**src/rtl/flash_sequencer.sv**
```systemverilog
// flash_sequencer: on a score-update request, latch the new display value and
// blink it FLASHES times (off phase + on phase per blink), each phase timed by
// one timer_start/timer_done handshake with the external flash timer. When the
// blinking ends the new value is left lit and seq_done pulses for one cycle.
module flash_sequencer #(
    parameter int WIDTH   = 8,
    parameter int FLASHES = 3      // blink pairs per sequence, 1..15
) (
    input  logic             CLK_50MHZ,
    input  logic             RST,
    input  logic             trigger,
    input  logic [WIDTH-1:0] data_in,
    output logic             timer_start,
    input  logic             timer_done,
    output logic [WIDTH-1:0] disp_data,
    output logic             blank,
    output logic             busy,
    output logic             seq_done
);

    // ARM_* states last exactly one cycle and fire the timer; WAIT_* states
    // hold the phase until the timer reports done.
    typedef enum logic [2:0] {
        IDLE     = 3'd0,
        ARM_OFF  = 3'd1,
        WAIT_OFF = 3'd2,
        ARM_ON   = 3'd3,
        WAIT_ON  = 3'd4,
        FINISH   = 3'd5
    } state_t;

    // Count of the last blink pair; flash_cnt never goes beyond this value.
    localparam logic [3:0] LAST_FLASH = 4'(FLASHES - 1);

    state_t           state_q, state_d;
    logic [3:0]       flash_cnt_q, flash_cnt_d;
    logic [WIDTH-1:0] disp_q, disp_d;

    // State, blink counter and displayed value; reset clears everything at once.
    // NOTE: sequential state uses non-blocking (<=) so every flop samples
    // pre-edge values and simulation ordering cannot change the result.
    always_ff @(posedge CLK_50MHZ or posedge RST) begin
        if (RST) begin
            state_q     <= IDLE;
            flash_cnt_q <= 4'd0;
            disp_q      <= '0;
        end else begin
            state_q     <= state_d;
            flash_cnt_q <= flash_cnt_d;
            disp_q      <= disp_d;
        end
    end

    // Next-state logic: phase sequencing plus trigger/retrigger handling.
    // NOTE: every signal assigned here gets a default first; a path that
    // leaves one unassigned would infer a latch.
    always_comb begin
        state_d     = state_q;
        flash_cnt_d = flash_cnt_q;
        disp_d      = disp_q;

        unique case (state_q)
            IDLE: begin
                // timer_done is meaningless here and deliberately ignored
                if (trigger) begin
                    state_d = ARM_OFF;
                end
            end
            ARM_OFF: begin
                state_d = WAIT_OFF;
            end
            WAIT_OFF: begin
                if (timer_done) begin
                    state_d = ARM_ON;
                end
            end
            ARM_ON: begin
                state_d = WAIT_ON;
            end
            WAIT_ON: begin
                if (timer_done) begin
                    if (flash_cnt_q == LAST_FLASH) begin
                        state_d = FINISH;
                    end else begin
                        state_d     = ARM_OFF;
                        flash_cnt_d = flash_cnt_q + 4'd1;
                    end
                end
            end
            FINISH: begin
                // A trigger landing on the last cycle chains straight into a
                // new sequence so busy never drops.
                state_d = trigger ? ARM_OFF : IDLE;
            end
            default: begin
                state_d = IDLE;
            end
        endcase

        // A trigger in any state takes the new value and restarts the blink
        // count; a phase already in flight is left to complete on its own.
        if (trigger) begin
            disp_d      = data_in;
            flash_cnt_d = 4'd0;
        end
    end

    // Outputs decode the state register only, so nothing from an input
    // reaches an output without passing through a flop.
    assign timer_start = (state_q == ARM_OFF) || (state_q == ARM_ON);
    assign blank       = (state_q == ARM_OFF) || (state_q == WAIT_OFF);
    assign busy        = (state_q != IDLE);
    assign seq_done    = (state_q == FINISH);
    assign disp_data   = disp_q;

endmodule

```
**config.mk**
```make
export PLATFORM = sky130hd
export DESIGN_NAME = flash_sequencer
export DESIGN_NICKNAME = d
export VERILOG_FILES = /design/src/rtl/flash_sequencer.sv
export SDC_FILE = /design/constraint.sdc
export NUM_CORES = 1
export LEC_CHECK = 0
export ABC_CLOCK_PERIOD_IN_PS = 3200
export CAP_MARGIN = 20
export CORE_UTILIZATION = 47
export CTS_CLUSTER_DIAMETER = 40
export DETAILED_ROUTE_END_ITERATION = 8
export GPL_TIMING_DRIVEN = 0
export HOLD_SLACK_MARGIN = 0.06
export PLACE_DENSITY_LB_ADDON = 0.3
export REMOVE_ABC_BUFFERS = 1
export SLEW_MARGIN = 20
export SYNTH_ARGS = -nofsm -noshare
export SYNTH_HDL_FRONTEND = slang
export SYNTH_SLANG_ARGS = --single-unit
```
**constraint.sdc**
```tcl
create_clock -name CLK_50MHZ -period 3.2 [get_ports CLK_50MHZ]
set_input_delay 0.64 -clock CLK_50MHZ [delete_from_list [all_inputs] [get_ports CLK_50MHZ]]
set_output_delay 0.64 -clock CLK_50MHZ [all_outputs]
set_load 0.005 [all_outputs]
```
==> metrics.md, run 1 <==
| Metric | Value |
|---|---|
| Pleak | `0.000411 uW` |
| RR Startpoint | `flash_cnt_q[0]` |
| Max Freq | `451 MHz` |
| Vias per cell | `5.48` |
| Crit path capture | `busy` |
| Levels on crit path | `2` |
| Count of final hold-check violations | `0` |
| Routed wire length | `1460 um` |
| Clk_skew | `0.00704 ns` |
| Root Buffer | `clkbuf_4` |
| Final setup viols | `0` |
| Part of the cycle the worst path needs | `69.3%` |
| Vias | `570` |
| RSZ-0062 raised after global routing | `false` |
| Post-Synth Simple-Gate Area | `18.8%` |
| Drt wl/cell | `14.0 um` |
| Share of layout cells above drive strength 1 | `14.6%` |
| Worst path cell trace | `or3_1, clkdlybuf4s50_1` |
| Final Non-Filler Cells | `104` |
| Fin Setup TNS | `0 ns` |
| Avg Cell Area, Syn | `11.2 um2` |
| Beginning of the critical path | `state_q[0]` |
| Critical R2R Capture | `flash_cnt_q[0]` |
| Post-synthesis sequential area ratio | `50.9%` |
| WP buf/inv | `1` |
| Synth Flop Type | `dfrtp_1` |
| Area leader, netlist | `dfrtp_1` |
| Relative slew slack | `60.6%` |
| IO Port Bufs | `23` |
| Synthesized area | `737 um2` |
| Final Worst Setup Slack | `0.984 ns` |
| Core box area | `1380 um2` |
| I/O pins | `24` |
| Synth top area share | `50.9%` |
| # DRC | `0` |
| Fin crit period | `2.22 ns` |
| Die area | `1730 um2` |
| Vias in the first global route | `613` |
| Asr flop ratio synth | `100%` |
| Mux cell area share after synthesis | `12.2%` |
| Post-synth EDFFs | `0` |
| Hold Buf Count CTS | `0` |
| Resized cells post-CTS | `0` |
| Largest net degree at the start of global routing | `16` |
| Congestion Overflow GR | `0` |
| Adder-Cell Fraction of Synth Area | `3.40%` |
| Hold Slack | `0.514 ns` |
| Crit Path Class | `register to output pin` |
| Initial antenna violation count | `0` |
| FF+latch count, synth | `15` |
| Hold WC Path Type | `register to register` |
| Starting Density | `53.3%` |
| Remaining antenna violation count | `0` |
| Initial DRC count | `1` |
| # Post-CTS Setup Buffers | `0` |
| Worst path arrival time | `1.58 ns` |
| Endpoint type of the worst setup path | `output pin` |
| CP max stage cell | `dfrtp_1` |
| Pwr/cell area | `590 nW/um2` |
| Synth cell types | `25` |
| Post-Syn Instances | `66` |
| R2R cell count | `5` |
| Gpl congestion | `0.767` |
| # diodes | `0` |
| Final Max Slew Viols | `0` |
| Router iterations before antenna repair | `3` |
| Clock Tree Buf Depth | `2` |
| Post-Place Setup Slack | `1.18 ns` |
| H-tree Lvls | `1` |
| Crit path launch type | `register` |
| Xor/xnor share of the synthesized area | `2.38%` |
| Synth warn | `0` |
| Final HPWL DP | `1100 um` |
| Synth Area in Compound Gates | `6.79%` |
| Max incr delay on CP | `0.48 ns` |
| Die width | `41.6 um` |
| Main combinational cell family by area after synthesis | `simple AND/OR/NAND/NOR gates` |
| Area grow syn2layout | `33.6%` |
| Peak VDD IR | `318 uV` |
| Clk sink count | `15` |
| Top cells by area, synth | `dfrtp_1, mux2_2, ha_1` |
| Outcome | `finished, final reports clean` |
| Height of the die | `41.6 um` |
| Worst-path fanout max | `10` |
| Number of cell rows | `13` |
| Reg2Reg Setup Slack | `1.65 ns` |
| Worst slew pin tran | `0.589 ns` |
| CTS buffer count | `3` |
| CTS tree | `done` |
| Final #Nets | `104` |
| Clock transition at path regs | `0.10 ns` |
| Final-layout fill cell count | `104` |
| Maximum capacitance violations | `0` |
| Critical Path RT | `2.56 ns` |
| All-layer global routing usage | `19.7%` |
| Clk_lat worst skew | `0.28 ns` |
| Global-route wire length before repair | `2570 um` |
| CP delay by family, top | `flip-flops` |
| Dpl cells | `100` |
==> layer usage <==
metal / wire length, um / GRT usage [%] / vias up
met5: 0 / 0 / -
met4: 12 / 9.68 / 0
met3: 67 / 6.09 / 2
met2: 768 / 34.4 / 17
met1: 610 / 21.4 / 279
li1: - / - / 272
==> sequential cells by signal, indices dropped and copies added, names as in the netlist <==
register,cells
disp_data,8
state_q,3
flash_cnt_q,4
==> cells by family after synthesis <==
logic type	after synthesis
mux	8
simple gates	24
flops	15
compound gates	8
buf+inv	7
xor+xnor	2
fa+ha+maj	2
==> layout make-up <==
type	count	area, um2	share of cell area (%)
clock buffer	3	22.5	2.29
clock inverter	1	5.00	0.508
inverter	3	11.3	1.14
multi-input combinational	44	322	32.7
sequential	15	375	38.1
tap	15	18.8	1.91
timing repair buffer	23	230	23.4
==> cell usage after synthesis, types with 2 or more instances <==
master	count
ha_1	2
a21oi_1	2
xnor2_1	2
dfrtp_1	15
o21ai_0	3
inv_1	3
buf_2	2
nand3_1	3
or3_1	2
nand2b_1	2
nor2_1	6
mux2_2	8
nand2_1	3
nor2b_1	2
==> per-stage QoR <==
stage | util [%] | total power [uW] | instance area [um2]
final | 71.2 | 581 | 985
after global routing | 71.2 | 622 | 985
after CTS | 71.2 | 586 | 985
after detailed placement | 69.2 | 479 | 957
after global placement | 69.2 | 471 | 957
after floorplan | - | 364 | 708
==> worst register-to-register path: stages, from the launching register on <==
cell	delay, ns
dfrtp_1	0.44
inv_1	0.08
ha_1	0.13
or3b_1	0.43
and2_1	0.21
o21ai_0	0.19
==> worst min path at each step <==
stage	endpoint	slack, ns	startpoint	cells past startpoint
6_report	disp_data[2]	0.51	disp_data[2]	1
3_3_place_gp	disp_data[2]	0.49	disp_data[2]	1
5_1_grt	disp_data[6]	0.54	disp_data[6]	1
2_1_floorplan	disp_data[0]	0.51	disp_data[0]	1
4_1_cts	disp_data[2]	0.52	disp_data[2]	1
3_5_place_dp	disp_data[2]	0.50	disp_data[2]	1
==> cell usage in the layout, fill, tap and decap left out, drive strengths merged, types with 2 or more instances in the layout <==
| cell type | n |
|---|---|
| nor2b | 2 |
| or3 | 2 |
| ha | 2 |
| nand2 | 3 |
| dfrtp | 15 |
| mux2 | 8 |
| o21ai | 3 |
| inv | 3 |
| nand2b | 2 |
| nand3 | 3 |
| xnor2 | 2 |
| clkbuf | 3 |
| a21oi | 2 |
| clkdlybuf4s50 | 23 |
| nor2 | 6 |
==> where the power goes <==
part	total (uW)	switching (uW)	internal (uW)
Combinational	206	65.8	140
Sequential	268	48.4	219
Clock	107	60.9	46.3
No activity file was read; power rests on OpenSTA's default activity.
==> run 2, diff against run 1 <==
ABC_CLOCK_PERIOD_IN_PS = 1900   (was 3200)
CORE_ASPECT_RATIO = 0.8   (was default)
CORE_UTILIZATION = 39   (was 47)
clock period = 1.9 ns   (was 3.2 ns; I/O delays follow)
==> metrics.md, run 2 (synthesis results as in run 1) <==
| Metric | Value |
|---|---|
| Outcome | `finished, final reports clean` |
| Die width | `50.6 um (+22%)` |
| Clock power share | `16.9% (-1.6 points)` |
| Pleak | `0.000485 uW (+18%)` |
| R2R cell count | `5 (unchanged)` |
| CTS buffer count | `3 (unchanged)` |
| Fin crit period | `1.72 ns` |
| Fin Setup TNS | `0 ns (unchanged)` |
| I/O pins | `24 (unchanged)` |
| Worst slew pin tran | `0.595 ns (+0.00648 ns)` |
| Clock transition at path regs | `0.10 ns (about the same)` |
| Design area | `1060 um2 (+7.2%)` |
| Router iterations before antenna repair | `2 (-1)` |
| Die area | `2070 um2 (+20%)` |
| RSZ-0062 raised after global routing | `false` |
| Combinational power share | `42.5% (+7.1 points)` |
| Flop pwr share | `40.6% (-5.5 points)` |
| Congestion Overflow GR | `0 (unchanged)` |
| Hold WC Path Type | `input pin to async pin` |
| Maximum capacitance violations | `0 (unchanged)` |
| Worst path arrival time | `1.34 ns (-0.24 ns)` |
| Initial DRC count | `4 (+3)` |
| Clk_skew | `0.00765 ns (+0.000614 ns)` |
| Number of cell rows | `13 (unchanged)` |
| Met3 wire length | `75 um (+12%)` |
| CP max stage cell | `dfrtp_2` |
| Highest routed layer | `met3` |
| Commonest non-fill, non-tap cell in the layout | `clkdlybuf4s50_1` |
| Global-route wire length before repair | `2320 um (-9.9%)` |
| All-layer global routing usage | `16.4% (-3.3 points)` |
| Final HPWL DP | `1000 um (-8.8%)` |
| Part of the cycle the worst path needs | `90.8%` |
| Worst-path fanout max | `6 (-4)` |
| Pint | `750 uW (+85%)` |
| Post-DP Area | `966 um2 (+0.91%)` |
| Clock Tree Buf Depth | `2 (unchanged)` |
| Psw | `324 uW (+85%)` |
| Initial antenna violation count | `0 (unchanged)` |
| Final Max Slew Viols | `0 (unchanged)` |
| Remaining antenna violation count | `0 (unchanged)` |
| Height of the die | `40.9 um (-1.7%)` |
| Post-Route M1 WL | `702 um (+15%)` |
| Routed wire length | `1520 um (+4.4%)` |
| Hold Buf Count CTS | `0 (unchanged)` |
| Clk sink count | `15 (unchanged)` |
| Reg2Reg Setup Slack | `0.28 ns (-1.37 ns)` |
| Switch share | `30.2% (+0.035 points)` |
| Core box area | `1690 um2 (+22%)` |
| H-tree Lvls | `1 (unchanged)` |
| Crit Path Class | `register to output pin` |
| Critical Path RT | `1.52 ns (-1.04 ns)` |
| # DRC | `0 (unchanged)` |
| Vias per cell | `4.93 (-10%)` |
| Most frequent cells in the layout | `clkdlybuf4s50_1, dfrtp_1, mux2_2` |
| Crit path launch type | `register` |
| Count of final hold-check violations | `0 (unchanged)` |
| Critical R2R Capture | `flash_cnt_q[3]` |
| Largest register FFs | `8 (unchanged)` |
| Starting Density | `43.6% (-9.7 points)` |
| Final #Nets | `111 (+6.7%)` |
| Max Freq | `580 MHz` |
| Pwr/cell area | `1020 nW/um2 (+73%)` |
| Area grow syn2layout | `43.3%` |
| Clk_lat worst skew | `0.28 ns (about the same)` |
| Endpoint type of the worst setup path | `output pin` |
| Final-layout fill cell count | `144 (+38%)` |
| IO Port Bufs | `23 (unchanged)` |
| Root Buffer | `clkbuf_4` |
| # diodes | `0 (unchanged)` |
| Final setup viols | `0 (unchanged)` |
| Drt wl/cell | `12.9 um (-8.0%)` |
| Peak VDD IR | `600 uV (+88%)` |
| Share of layout cells above drive strength 1 | `24.0% (+9.4 points)` |
| Worst path cell trace | `or3_1, dlygate4sd2_1` |
| Vias | `582 (+2.1%)` |
| Met2 routed WL | `744 um (-3.1%)` |
| RR Startpoint | `state_q[0]` |
| CTS tree | `done` |
| Vias in the first global route | `551 (-10%)` |
| Largest net degree at the start of global routing | `16 (unchanged)` |
| Relative slew slack | `60.2% (-0.43 points)` |
| Gpl congestion | `0.778 (+1.4%)` |
| Max incr delay on CP | `0.45 ns (-0.03 ns)` |
## run 2: cell types whose count changed in the layout (fill, tap and decap cells not counted), sizes merged
cell,delta
buf,+7
clkdlybuf4s50,-4
dlygate4sd2,+1
dlymetal6s2s,+3
## run 2: power by group through the flow
stage / Sequential (uW) / Clock (uW) / Combinational (uW)
global placement: 452 / 0 / 344
global route: 443 / 195 / 506
finish: 436 / 182 / 457
detailed placement: 454 / 0 / 355
CTS: 439 / 185 / 419
floorplan: 441 / 0 / 172
## run 2: area by class of cell
cell class | count | area [um2] | area share, %
clock buffer | 3 | 22.5 | 2.13
multi-input combinational | 44 | 322 | 30.5
tap | 22 | 27.5 | 2.61
inverter | 3 | 11.3 | 1.07
timing repair buffer | 30 | 289 | 27.4
clock inverter | 1 | 5.00 | 0.474
sequential | 15 | 379 | 35.9
## run 2: critical path, delay by kind of cell, from the launching register on
| family | cells | cell delay, ns |
|---|---|---|
| DFF | 1 | 0.45 |
| and+or+nand+nor | 1 | 0.34 |
| buffers and inverters | 1 | 0.26 |
## run 2: timing repair
item                                    4_1_cts  5_1_grt
endpoints found under the setup margin        2        3
gates cloned                                  0        0
buffers inserted                              4        3
resized for setup                             4        3
## run 2: metal layers
layer	track usage, %	up-vias
met5	0	-
met4	9.72	0
met3	3.33	0
met2	30.7	15
met1	18.2	279
li1	-	288
## run 2: per-stage QoR
stage | utilization, % | instances | setup WS [ns] | hold WS (ns) | total power (uW)
final | 62.4 | 118 | 0.175 | 0.436 | 1070
after global routing | 62.4 | 118 | 0.131 | 0.494 | 1140
after floorplan | - | 62 | 0.540 | 0.281 | 613
after global placement | 57.1 | 107 | 0.161 | 0.489 | 796
after CTS | 60.7 | 115 | 0.0227 | 0.461 | 1040
after detailed placement | 57.1 | 107 | 0.138 | 0.499 | 809
## run 2: worst max-delay path by stage
| stage | startpoint | endpoint | slack (ns) | depth (start not counted) |
|---|---|---|---|---|
| floorplan | flash_cnt_q[0] | flash_cnt_q[0] | 0.54 | 5 |
| global placement | trigger | disp_data[4] | 0.16 | 2 |
| detailed placement | trigger | disp_data[2] | 0.14 | 2 |
| CTS | state_q[0] | blank | 0.02 | 3 |
| global route | state_q[0] | busy | 0.13 | 2 |
| finish | state_q[0] | busy | 0.18 | 2 |
==> run 3, diff against run 2 <==
GPL_TIMING_DRIVEN = default   (was 0)
SLEW_MARGIN = default   (was 20)
==> metrics.md, run 3 (synthesis results as in run 1) <==
| Metric | Value |
|---|---|
| Outcome | `finished, final reports clean` |
| CP max stage cell | `dfrtp_2` |
| Starting Density | `43.6% (unchanged)` |
| Final Worst Setup Slack | `0.0656 ns (-0.110 ns)` |
| Initial DRC count | `4 (unchanged)` |
| Vias | `558 (-4.1%)` |
| Router iterations before antenna repair | `2 (unchanged)` |
| Flop pwr share | `42.7% (+2.1 points)` |
| Psw | `325 uW (about the same)` |
| Pwr/cell area | `1000 nW/um2 (-1.6%)` |
| Endpoint type of the worst setup path | `output pin` |
| Largest register FFs | `8 (unchanged)` |
| Max incr delay on CP | `0.43 ns (-0.02 ns)` |
| Share of layout cells above drive strength 1 | `21.5% (-2.5 points)` |
| Area grow syn2layout | `39.4%` |
| Vias per cell | `4.85 (-1.6%)` |
| # DRC | `0 (unchanged)` |
| Part of the cycle the worst path needs | `96.5% (+5.8 points)` |
| Combinational power share | `38.6% (-3.9 points)` |
| Vias in the first global route | `533 (-3.3%)` |
| # diodes | `0 (unchanged)` |
| Fin crit period | `1.83 ns (+0.110 ns)` |
| H-tree Lvls | `1 (unchanged)` |
| Clk sink count | `15 (unchanged)` |
| Pleak | `0.000425 uW (-12%)` |
| Relative slew slack | `61.9% (+1.7 points)` |
| RR Startpoint | `state_q[0]` |
| Core box area | `1690 um2 (unchanged)` |
| RSZ-0062 raised after global routing | `false` |
| Critical Path RT | `1.52 ns (about the same)` |
| Number of cell rows | `13 (unchanged)` |
| Die area | `2070 um2 (unchanged)` |
| Final #Nets | `108 (-2.7%)` |
| I/O pins | `24 (unchanged)` |
| Clk_lat worst skew | `0.29 ns (about the same)` |
| Commonest non-fill, non-tap cell in the layout | `clkdlybuf4s50_1` |
| Hold Buf Count CTS | `0 (unchanged)` |
| Hold WC Path Type | `input pin to async pin` |
| All-layer global routing usage | `15.9% (-0.48 points)` |
| Most frequent cells in the layout | `clkdlybuf4s50_1, dfrtp_1, mux2_2` |
| Root Buffer | `clkbuf_4` |
| Congestion Overflow GR | `0 (unchanged)` |
| Max Freq | `545 MHz (-6.0%)` |
| Final setup viols | `0 (unchanged)` |
| Peak VDD IR | `782 uV (+30%)` |
| PnR Total Power | `1030 uW (-4.3%)` |
| Routed wire length | `1430 um (-6.2%)` |
| Worst path cell trace | `buf_4, or3_1, dlygate4sd2_1` |
| Clock Tree Buf Depth | `2 (unchanged)` |
| Worst slew pin tran | `0.571 ns (-0.0239 ns)` |
| R2R cell count | `5 (unchanged)` |
| Count of final hold-check violations | `0 (unchanged)` |
| Fin Setup TNS | `0 ns (unchanged)` |
| Remaining antenna violation count | `0 (unchanged)` |
| Worst path arrival time | `1.45 ns (+0.11 ns)` |
| IO Port Bufs | `23 (unchanged)` |
| Final Max Slew Viols | `0 (unchanged)` |
| Die width | `50.6 um (unchanged)` |
| CTS tree | `done` |
| Reg2Reg Setup Slack | `0.37 ns (+0.09 ns)` |
| Global-route wire length before repair | `2240 um (-3.6%)` |
| Crit path launch type | `register` |
| Post-Place Setup Slack | `0.248 ns (+0.110 ns)` |
| Crit Path Class | `register to output pin` |
| Clk_skew | `0.00128 ns (-0.00637 ns)` |
| Gpl congestion | `0.749 (-3.7%)` |
| Worst-path fanout max | `5 (-1)` |
| Drt wl/cell | `12.4 um (-3.8%)` |
| Height of the die | `40.9 um (unchanged)` |
| Maximum capacitance violations | `0 (unchanged)` |
| Critical R2R Capture | `flash_cnt_q[3]` |
| Pint | `704 uW (-6.2%)` |
| Largest net degree at the start of global routing | `16 (unchanged)` |
| CTS buffer count | `3 (unchanged)` |
| Clock transition at path regs | `0.10 ns (about the same)` |
| Clock power share | `18.7% (+1.8 points)` |
| Switch share | `31.6% (+1.4 points)` |
| Initial antenna violation count | `0 (unchanged)` |
[run 3: changes by cell type in the layout (fill, tap and decap cells not counted), sizes merged]
cell / delta
clkinvlp: +1
buf: -3
clkdlybuf4s50: +2
dlymetal6s2s: -3
clkinv: -1
dlygate4sd2: +1
[run 3: area by class of cell]
type	count	area [um2]
Fill cell	158	664
Timing Repair Buffer	27	258
Tap cell	22	27.5
Clock inverter	1	7.51
Multi-Input combinational cell	44	322
Clock buffer	3	22.5
Sequential cell	15	379
Inverter	3	11.3
[run 3: worst max-delay path, delay by kind of cell (launching register included)]
family | cells | cell delay, ns
buf+inv | 2 | 0.41
flops | 1 | 0.43
simple gates | 1 | 0.32
[run 3: power by group through the flow]
stage / Sequential (uW) / Clock [uW] / Combinational, uW
5_1_grt: 449 / 216 / 434
6_report: 439 / 192 / 397
2_1_floorplan: 441 / 0 / 172
4_1_cts: 437 / 204 / 396
3_3_place_gp: 449 / 0 / 348
3_5_place_dp: 455 / 0 / 360
[run 3: worst max-delay path by stage]
stage	startpoint	to	slack (ns)	cells after the start
after floorplan	flash_cnt_q[0]	flash_cnt_q[0]	0.54	5
after global placement	state_q[0]	busy	0.27	2
after detailed placement	timer_done	flash_cnt_q[3]	0.25	4
after CTS	state_q[0]	busy	0.05	3
after global routing	state_q[0]	busy	0.005	3
final	state_q[0]	busy	0.07	3
[run 3: timing repair]
action	4_1_cts	5_1_grt
endpoints found under the setup margin	2	0
buffers inserted	3	0
gates resized for setup	5	0
[run 3: per-stage QoR]
step	std cells	hold WS [ns]	util, %	cell area (um2)
floorplan	62	0.281	-	708
global placement	108	0.489	57.5	973
detailed placement	108	0.494	57.5	973
CTS	115	0.447	60.7	1030
global route	115	0.488	60.7	1030
finish	115	0.439	60.7	1030
[run 3: layer usage]
layer / up-vias / share of wire [%] / track usage (%)
met3: 0 / 6.2 / 7.78
met4: 0 / 0 / 6.25
li1: 280 / - / -
met5: - / 0 / 0
met1: 261 / 47 / 18.3
met2: 17 / 47 / 26.3
